$ cat src/rtl/ifu_fetch.sv
// Instruction fetch unit: owns the PC, fetches one word per instruction over valid/ready,
// and commits the next PC. Optional misaligned-PC trap to HALT under IFU_MISALIGN_CHK_EN.
module ifu_fetch #(
    parameter int                XLEN     = 64,
    parameter logic [XLEN-1:0]   RESET_PC = 'h8000_0000
) (
    input  logic            clk,
    input  logic            rst,
    output logic            imem_req_valid,
    input  logic            imem_req_ready,
    output logic [XLEN-1:0] imem_addr,
    input  logic            imem_rsp_valid,
    input  logic [31:0]     imem_rsp_data,
    output logic [31:0]     inst,
    output logic [XLEN-1:0] pc,
    output logic            inst_update,
    input  logic            ex_busy,
    input  logic [1:0]      sel_nextpc,
    input  logic [XLEN-1:0] br_target,
    input  logic [XLEN-1:0] jalr_target,
    input  logic [XLEN-1:0] trap_target,
    output logic            fetch_err
);

    typedef enum logic [1:0] {
        S_REQ,
        S_WAIT,
        S_EXEC
`ifdef IFU_MISALIGN_CHK_EN
        , S_HALT
`endif
    } state_t;

    state_t          state;
    logic [XLEN-1:0] next_pc;
    logic            commit;

    always_comb begin
        next_pc = pc + XLEN'(4);
        unique case (sel_nextpc)
            2'b00: next_pc = pc + XLEN'(4);
            2'b01: next_pc = br_target;
            2'b10: next_pc = jalr_target & ~XLEN'(1);
            2'b11: next_pc = trap_target;
            default: next_pc = pc + XLEN'(4);
        endcase
    end

    // Handshake outputs are masked by rst so nothing leaks out during a reset cycle.
    assign commit         = (state == S_EXEC) && !ex_busy;
    assign inst_update    = commit && !rst;
    assign imem_req_valid = (state == S_REQ) && !rst;
    assign imem_addr      = pc;

`ifdef IFU_MISALIGN_CHK_EN
    logic fetch_err_q;
    assign fetch_err = fetch_err_q;
`else
    assign fetch_err = 1'b0;
`endif

    always_ff @(posedge clk) begin
        if (rst) begin
            state <= S_REQ;
            pc    <= RESET_PC;
            inst  <= 32'h0000_0013;
`ifdef IFU_MISALIGN_CHK_EN
            fetch_err_q <= 1'b0;
`endif
        end else begin
            case (state)
                S_REQ: begin
                    if (imem_req_ready) state <= S_WAIT;
                end
                S_WAIT: begin
                    if (imem_rsp_valid) begin
                        inst  <= imem_rsp_data;
                        state <= S_EXEC;
                    end
                end
                S_EXEC: begin
                    if (!ex_busy) begin
                        pc <= next_pc;
`ifdef IFU_MISALIGN_CHK_EN
                        // The faulty PC is kept in pc so a debugger can see where it went.
                        if (next_pc[1:0] != 2'b00) begin
                            fetch_err_q <= 1'b1;
                            state       <= S_HALT;
                        end else begin
                            state <= S_REQ;
                        end
`else
                        state <= S_REQ;
`endif
                    end
                end
`ifdef IFU_MISALIGN_CHK_EN
                S_HALT: state <= S_HALT;
`endif
                default: state <= S_REQ;
            endcase
        end
    end

endmodule

$ cat config.mk
export PLATFORM = sky130hd
export DESIGN_NAME = ifu_fetch
export DESIGN_NICKNAME = d
export VERILOG_FILES = /design/src/rtl/ifu_fetch.sv
export SDC_FILE = /design/constraint.sdc
export NUM_CORES = 1
export LEC_CHECK = 0
export BUFFER_PORTS_ARGS = -buffer_cell sky130_fd_sc_hd__buf_2
export CORE_AREA = 4 4 150 152
export CTS_CLUSTER_SIZE = 28
export DETAILED_ROUTE_END_ITERATION = 16
export DIE_AREA = 0 0 154 156
export PLACE_DENSITY_LB_ADDON = 0.12
export REMOVE_ABC_BUFFERS = 1
export SKIP_CTS_REPAIR_TIMING = 1
export SLEW_MARGIN = 25
export SYNTH_ARGS = -nofsm -noshare
export SYNTH_HDL_FRONTEND = slang
export SYNTH_SLANG_ARGS = --single-unit
$ cat constraint.sdc
create_clock -name clk -period 3.15 [get_ports clk]
set_input_delay 0.4725 -clock clk [delete_from_list [all_inputs] [get_ports clk]]
set_output_delay 0.4725 -clock clk [all_outputs]
set_load 0.01 [all_outputs]
==> impl_metrics.ini, run 1 <==
[status]
status = finished, final reports clean

[clock_tree]
cts_root_buffer = clkbuf_16
cts_tree = done
numCtsBuffers = 9
h-tree-depth = 3
cts_buffer_depth = 2
path_clk_slew_ps = 80
insertion_delay_ps = 360
clock-sinks = 98

[synth]
postSynthCellCount = 907
synth_edf_count = 0
yosys_register_bits = 98
async_flop_share_pct = 0
syn_area_um2 = 7140
synth_ff_type = dfxtp_1
yosysWarningCount = 0
synth_cell_type_count = 72
yosysSeqAreaShare_pct = 27.5
syn_area_per_cell_um2 = 7.87

[cells_and_area]
finalInstanceArea_um2 = 9220
syn2layout_area_growth_pct = 29.1
nets = 1433
utilization_pct = 43.8
drive_gt1_share_pct = 42.8

[worst_setup_path]
crit_fanout = 9
r2r-end = imem_addr[46]
start_kind = register
rr_worst_depth = 8
setup.worst_path.class = reg2reg
endpoint = imem_addr[46]
rrSetupSlack_ps = 500
worstSetupStartpoint = imem_addr[2]
worst_ep_required_time_ps = 3440
cp.arrival_ps = 2930
cp-end-kind = register
r2r-start = imem_addr[2]

[sta]
final-setup-viol-count = 0
hold_viol_final = 0
fin_crit_sh_pct = 84.1
tightestPinTransition_ps = 762
fin_worst_skew_ps = 10.6
rsz0062_at_grt = no
maxSlewHeadroom_pct = 49.2
fin_crit_ps = 2650
tns_ps = 0
fmax_mhz = 378
slew_viol_final = 0

[placed_design]
io_buffers = 391
place.detailed.hpwl_um = 22700
placed_cell_area_um2 = 8920
gp_congestion = 0.831

[flow_run]
max_cap_viol_count = 0

[global_routing]
grt_max_degree = 57
met3_usage_pct = 3.19
grt_pass1_wl_um = 43900
met2_usage_pct = 40.4
grt_pass1_vias = 7582
grt_antenna_before_repair = 2
grt_usage_pct = 22.9
grt.overflow.total = 0
grt_use_met1_pct = 29.5
gr-max-usage-layer = met2

[pwr]
peakVddDrop_uv = 208
power_leakage_nw = 4.10
p_total_mw = 3.02
power.density_nw_per_um2 = 328

[floorplanning]
rows = 53
die_h_um = 156
num_io_pins = 394
start_util_pct = 34.0
fp.dieW_um = 154
die-area_um2 = 24000
core-area_um2 = 21000

[drt]
drt-vias-per-instance = 5.41
post_drt_wl_per_cell_um = 19.8
drt_wl_total_um = 29400
drc = 0
vias = 8022
drt_iter0_drc = 491
dr.pass1.iters = 6
ant_nets = 0

[min_path]
hp-class = in2reg
cells in the mapped netlist, types with 3 or more instances:
master	instances	share of area, %
o21ai_1	14	0.98
and2_1	4	0.35
mux2_2	52	8.2
o22ai_1	15	1.3
a221oi_1	9	1.1
or4_1	3	0.32
a211oi_1	8	0.84
o31ai_1	7	0.74
a311oi_1	4	0.49
buf_2	6	0.42
nor2b_1	6	0.53
a31oi_1	14	1.2
nor2_1	63	3.3
o32ai_1	3	0.37
clkbuf_1	47	2.5
nor4_4	3	0.89
a32o_1	5	0.70
dfxtp_1	98	27
and4_1	4	0.49
and3_1	8	0.70
inv_1	12	0.63
a221o_1	11	1.5
nor3_1	22	1.5
nor4_1	13	1.1
or3_1	4	0.35
buf_1	11	0.58
a22o_1	7	0.86
mux2i_1	19	2.7
o21ai_0	31	2.2
o41ai_1	6	0.74
a22oi_1	33	3.5
nand2_1	113	5.9
a21oi_1	71	5.0
nor3b_1	4	0.42
nand4_1	26	2.3
buf_4	68	7.1
mux4_2	7	2.2
o21a_1	3	0.32
nand3_1	31	2.2
through the flow:
step,std cells,worst slack [ps],hold slack [ps]
after global placement,1465,589,440
after CTS,1481,459,323
final,1483,502,326
after detailed placement,1465,536,443
after floorplan,774,-1850,474
after global routing,1483,281,344
layer usage:
metal,routed length (um),vias to the layer above
met1,12300,3731
met4,382,0
met5,0,-
met2,14700,337
li1,-,3932
met3,2020,22
flip-flops by register name, indices dropped and copies added, names as in the netlist:
register,cells
imem_addr,64
inst,32
state,2
final cells by class:
type                    instances  area (um2)
well taps                     275         344
multi-input cells             664        4390
clock buffers                  10         229
inverters                      12        45.0
clock inverters                 6        67.6
diodes                          2        5.00
fillers                      2232       11800
flip-flops and latches         98        1960
repair buffers                416        2170
worst min-delay path by stage:
stage                      startpoint  cells after the start       end  slack, ps
CTS                  imem_rsp_data[0]                      3   inst[0]        320
global route        imem_rsp_data[29]                      3  inst[29]        340
finish               imem_rsp_data[1]                      3   inst[1]        330
global placement             inst[28]                      2  inst[28]        440
floorplan                    inst[10]                      2  inst[10]        470
detailed placement            inst[6]                      2   inst[6]        440
placed cells by master, fill, tap and decap left out, drive strengths merged, types with 12 or more instances in the layout:
cell type,synthesis,final
dfxtp,98,98
buf,85,416
a31oi,14,14
nand2,114,114
mux2i,19,19
a21oi,71,71
o22ai,15,15
mux2,53,53
nand3,34,34
nor2,64,64
inv,12,12
a22oi,33,33
nor3,24,24
nand4,29,29
o21ai,45,45
nor4,16,16
power breakdown:
part / switching [mW] / internal, mW
clock: 0.530 / 0.619
combinational: 0.286 / 0.279
sequential: 0.0399 / 1.27
critical path: stages (launching register included):
cell and delay, ps:
dfxtp_1 450, ha_1 230, nand3_1 190, buf_4 230
nor3_1 300, and4_1 520, nand2_1 110, or4_1 410
a31oi_1 130
kinds of logic (layout without fill, tap and decap cells):
kind of cell	Yosys count	in the layout	share of synthesized area (%)
AOI/OAI and AO/OA	256	256	23.8
adders and majority gates	1	1	0.175
buffers and inverters	145	444	11.4
DFF	98	98	27.5
muxes	79	79	13.2
other	1	3	0.0525
and+or+nand+nor	327	327	23.9
Power figures use the tool's default switching activity.
==> inputs of run 2 (changes only) <==
--- a/config.mk
+++ b/config.mk
@@ -5,11 +5,12 @@
 export SDC_FILE = /design/constraint.sdc
 export NUM_CORES = 1
 export LEC_CHECK = 0
+export ABC_AREA = 1
 export BUFFER_PORTS_ARGS = -buffer_cell sky130_fd_sc_hd__buf_2
-export CORE_AREA = 4 4 150 152
+export CORE_AREA = 4 4 151 153
 export CTS_CLUSTER_SIZE = 28
 export DETAILED_ROUTE_END_ITERATION = 16
-export DIE_AREA = 0 0 154 156
+export DIE_AREA = 0 0 155 157
 export PLACE_DENSITY_LB_ADDON = 0.12
 export REMOVE_ABC_BUFFERS = 1
 export SKIP_CTS_REPAIR_TIMING = 1
==> constraint.sdc (replaced) <==
create_clock -name clk -period 2.7 [get_ports clk]
set_input_delay 0.405 -clock clk [delete_from_list [all_inputs] [get_ports clk]]
set_output_delay 0.405 -clock clk [all_outputs]
set_load 0.01 [all_outputs]
==> run 2 against run 1 <==
Net effect: highest routed layer unchanged; core utilization down 0.86 points; non-clock buffer count down 14; register-to-register slack better by 230 ps; synthesized area up 1.5%; largest cell class unchanged; final cell count up 15%.
==> impl_metrics.ini, run 2 <==
[status]
status = finished, final reports clean

[cells_and_area]
largest_reg_flops = 64
drive_gt1_share_pct = 34.1
antenna_cells = 0
final_cell_mix = buf_2, nand2_1, nor2_1, o21ai_0, dfxtp_1
final_cells = 1704
syn2layout_area_growth_pct = 27.8
nets = 1651
layout_commonest_cell = buf_2
final.fill_count = 2320

[sta]
fin_worst_skew_ps = 12.5
fin_crit_ps = 1970
holdWs_ps = 268
maxSlewHeadroom_pct = 59.0
final-setup-viol-count = 0
slew_viol_final = 0
finalWorstSetupSlack_ps = 732
fmax_mhz = 508
hold_viol_final = 0
tightestPinTransition_ps = 615
rsz0062_at_grt = no
fin_crit_sh_pct = 72.9
tns_ps = 0

[worst_setup_path]
cp-end-kind = primary output
crit_fanout = 10
worst_ep_required_time_ps = 2300
setup.worst_path.class = reg2out
cp.arrival_ps = 1560
start_kind = register

[floorplanning]
rows = 54
die-area_um2 = 24300
start_util_pct = 33.6
core-area_um2 = 21600
num_io_pins = 394
fp.dieW_um = 155
die_h_um = 157

[pwr]
p_int_mw = 2.70
peakVddDrop_uv = 288
power_leakage_nw = 4.36
net-switching-power_mw = 1.04
power.share.combinational_pct = 16.6
power.density_nw_per_um2 = 403
swShare_pct = 27.7
p_seq_share_pct = 42.4
pwr-share-clk_pct = 41.0

[synth]
syn_area_per_cell_um2 = 6.44
synth.most_common_cell = nand2_1
yosys_register_bits = 98
yosysWarningCount = 0
synth_edf_count = 0
synth_cell_type_count = 39
postSynthCellCount = 1125
syn_area_um2 = 7250
synth_common_cells = nand2_1, nor2_1, o21ai_0
async_flop_share_pct = 0
yosys-top-cells-area = dfxtp_1, nand2_1, nor2_1
yosysSeqAreaShare_pct = 27.1
synth_top_area_share_pct = 27.1
synth_ff_type = dfxtp_1
synth_area_leader_cell = dfxtp_1

[drt]
drt_iter0_drc = 561
drt_wl_total_um = 28500
drc = 0
vias = 8378
dr.pass1.iters = 5
ant_nets = 0
post_drt_wl_per_cell_um = 16.7
drt-vias-per-instance = 4.92

[clock_tree]
cts_tree = done
path_clk_slew_ps = 80
cts_buffer_depth = 2
clock-sinks = 98
numCtsBuffers = 9
h-tree-depth = 3
cts_root_buffer = clkbuf_16
insertion_delay_ps = 360

[placed_design]
gp_congestion = 0.891
io_buffers = 391
place_inst = 1688
dp_worst_setup_slack_ps = 808
place.detailed.hpwl_um = 22000

[global_routing]
grt.overflow.total = 0
grt_pass1_wl_um = 43500
grt_pass1_vias = 7960
grt_antenna_before_repair = 0
grt_max_degree = 95
grt_usage_pct = 22.3

[flow_run]
max_cap_viol_count = 0

[min_path]
hp-class = in2reg
run 2: cell count changes in the layout (fill, tap and decap cells not counted), sizes merged, moves of 20 or more:
cell and delta:
nand2 +202, nor2 +120, o21ai +54, mux2 -53, inv +39, a22oi -33, nor3 -22, nand4 -20
run 2: path summary, 6_finish.rpt:
check / start / to / slack [ps] / cells past startpoint
setup reg to reg: imem_addr[31] / imem_addr[60] / 730 / 8
hold / removal: imem_rsp_valid / state[0] / 270 / 2
hold reg to reg: inst[0] / inst[0] / 470 / 2
setup / recovery: state[0] / inst_update / 730 / 6
run 2: cell families (layout without fill, tap and decap cells):
kind of cell	Yosys count	after routing	synth area share, %
adders and majority gates	1	1	0.173
other	1	1	0.0517
xor gates and xnor gates	17	17	2.05
buffers and inverters	169	468	13.2
and+or+nand+nor	564	564	33.9
AOI/OAI and AO/OA	275	275	23.6
DFF	98	98	27.1
run 2: layout make-up:
cell class / instances / area, um2 / share of cell area (%)
timing repair buffer: 402 / 2080 / 22.4
sequential: 98 / 1960 / 21.2
clock inverter: 6 / 114 / 1.23
tap: 280 / 350 / 3.78
inverter: 50 / 188 / 2.03
multi-input combinational: 858 / 4350 / 46.9
clock buffer: 10 / 229 / 2.47
run 2: power groups by stage:
stage | Sequential [mW] | Clock (mW) | Combinational [mW]
after floorplan | 1.64 | 0 | 0.226
after global placement | 1.62 | 0 | 0.624
after detailed placement | 1.62 | 0 | 0.629
after CTS | 1.59 | 1.57 | 0.630
after global routing | 1.60 | 1.63 | 0.696
final | 1.59 | 1.53 | 0.621
run 2: critical path, cell delays in order (launching register included):
cell and delay (ps):
dfxtp_1 390, inv_1 70, nand2_1 100, nor2_4 50, inv_1 340, nor2_1 90, buf_2 160
run 2: through the flow:
step	area (um2)	power [mW]	utilization, %
finish	9270	3.74	43.0
global route	9270	3.92	43.0
CTS	9270	3.78	43.0
detailed placement	8920	2.25	41.4
global placement	8920	2.24	41.4
floorplan	6480	1.87	-
run 2: layer usage:
metal / up-vias / GRT usage [%] / wire length (um)
met5: - / 0 / 0
met4: 0 / 5.63 / 414
met1: 3754 / 28.6 / 12100
met2: 310 / 39.2 / 13900
li1: 4290 / - / -
met3: 24 / 3.77 / 2140
==> inputs of run 3 (changes only) <==
--- a/config.mk
+++ b/config.mk
@@ -7,10 +7,10 @@
 export LEC_CHECK = 0
 export ABC_AREA = 1
 export BUFFER_PORTS_ARGS = -buffer_cell sky130_fd_sc_hd__buf_2
-export CORE_AREA = 4 4 151 153
+export CORE_AREA = 4 4 149 151
 export CTS_CLUSTER_SIZE = 28
 export DETAILED_ROUTE_END_ITERATION = 16
-export DIE_AREA = 0 0 155 157
+export DIE_AREA = 0 0 153 155
 export PLACE_DENSITY_LB_ADDON = 0.12
 export REMOVE_ABC_BUFFERS = 1
 export SKIP_CTS_REPAIR_TIMING = 1
==> constraint.sdc (replaced) <==
create_clock -name clk -period 1.6 [get_ports clk]
set_input_delay 0.24 -clock clk [delete_from_list [all_inputs] [get_ports clk]]
set_output_delay 0.24 -clock clk [all_outputs]
set_load 0.01 [all_outputs]
==> run 3 against run 2 <==
Net effect: clock skew is 0.60 ps lower; via count is 7.3% higher; register-to-register slack worse by 680 ps; non-clock buffer count is 138 higher; core utilization is 8.8 points higher; highest routed layer unchanged.
==> impl_metrics.ini, run 3 (synthesized netlist as in run 2, its figures left out) <==
[global_routing]
grt_pass1_wl_um = 45300
grt_antenna_before_repair = 1
grt_max_degree = 55
grt.overflow.total = 0
grt_usage_pct = 23.5
grt_pass1_vias = 8633

[worst_setup_path]
start_kind = register
worstSetupStartpoint = state[0]
cp-end-kind = primary output
crit_fanout = 9
r2r-start = state[0]
setup.worst_path.class = reg2out
cp.arrival_ps = 1360
worst_ep_required_time_ps = 1360

[drt]
drt-vias-per-instance = 4.89
dr.pass1.iters = 5
drt_wl_total_um = 29900
ant_nets = 0
vias = 8986
routed.top_layer = met4
drc = 0
wl_met2_um = 15100
post_drt_wl_per_cell_um = 16.3
wl_met1_um = 12700
drt_iter0_drc = 468
met3_length_um = 1880

[sta]
final-setup-viol-count = 0
fin_worst_skew_ps = 11.9
fin_crit_sh_pct = 99.9
fin_crit_ps = 1600
fmax_mhz = 626
finalWorstSetupSlack_ps = 1.34
rsz0062_at_grt = yes
slew_viol_final = 0
hold_viol_final = 0

[min_path]
hp-class = in2reg
hp-start = imem_rsp_valid

[pwr]
power_leakage_nw = 5.24
power.density_nw_per_um2 = 578
power.share.combinational_pct = 20.2
peakVddDrop_uv = 436
p_int_mw = 4.39
pwr-share-clk_pct = 37.5
net-switching-power_mw = 1.85
p_seq_share_pct = 42.2
swShare_pct = 29.6

[floorplanning]
start_util_pct = 34.8
num_io_pins = 394
fp.dieW_um = 153
core-area_um2 = 20800
die_h_um = 155
die-area_um2 = 23700
rows = 53

[cells_and_area]
final_cells = 1838
largest_reg_flops = 64
syn2layout_area_growth_pct = 48.8
drive_gt1_share_pct = 47.4
final_cell_mix = buf_2, nand2_1, buf_4, nor2_1, o21ai_0
final.fill_count = 2159
layout_commonest_cell = buf_2
nets = 1789

[clock_tree]
h-tree-depth = 3
cts_tree = done
cts_buffer_depth = 2
clock-sinks = 98
cts_root_buffer = clkbuf_16
numCtsBuffers = 9
insertion_delay_ps = 360
path_clk_slew_ps = 70

[placed_design]
place.detailed.hpwl_um = 23800
place_inst = 1811
dp_worst_setup_slack_ps = -72.8
io_buffers = 391
gp_congestion = 0.923

[status]
status = finished, final reports clean

[flow_run]
max_cap_viol_count = 0
run 3: changes by cell type in the layout (fill, tap and decap cells not counted), sizes merged:
cell      previous run  this run
buf                402       539
clkinv               0         4
bufinv               3         1
clkinvlp             2         0
diode                0         1
inv                 51        52
run 3: metal layers:
layer / GRT usage (%) / vias to the layer above
met5: 0 / -
met4: 5.43 / 0
met3: 4.81 / 22
met2: 41.7 / 272
met1: 29.6 / 4104
li1: - / 4588
run 3: power by group through the flow:
stage	combinational, mW	sequential [mW]	clock, mW
after global placement	1.23	2.68	0
after detailed placement	1.24	2.68	0
final	1.26	2.63	2.34
after floorplan	0.381	2.77	0
after CTS	1.24	2.63	2.40
after global routing	1.39	2.64	2.49
run 3: path summary, 6_finish.rpt:
check | slack [ps] | cells past startpoint | endpoint
min reg2reg | 470 | 2 | inst[0]
min | 90 | 2 | state[0]
max reg2reg | 50 | 8 | imem_addr[29]
max | 1 | 7 | inst_update
run 3: layout make-up:
type	count	area (um2)	share of cell area, %
multi-input cells	858	4680	43.4
flip-flops and latches	98	2020	18.7
clock buffers	9	225	2.09
repair buffers	540	3230	30.0
inverters	50	193	1.79
diodes	1	2.50	0.0232
well taps	275	344	3.19
clock inverters	7	85.1	0.789
run 3: stage by stage:
step	power (mW)	hold slack (ps)	area, um2	util [%]	setup TNS (ps)
after floorplan	3.15	309	6480	-	-104580
after global placement	3.91	433	9950	47.8	-125
after detailed placement	3.92	447	9950	47.8	-896
after CTS	6.26	75.7	10300	49.3	-1590
after global routing	6.53	91.0	10800	51.8	-543
final	6.23	87.6	10800	51.8	0
run 3: worst max-delay path, cell delays in order, from the launching register on:
cell and delay (ps):
dfxtp_2 330, inv_2 50, nand2_2 50, nor2_4 180, inv_4 60, buf_12 150, nor2_4 80, buf_6 110
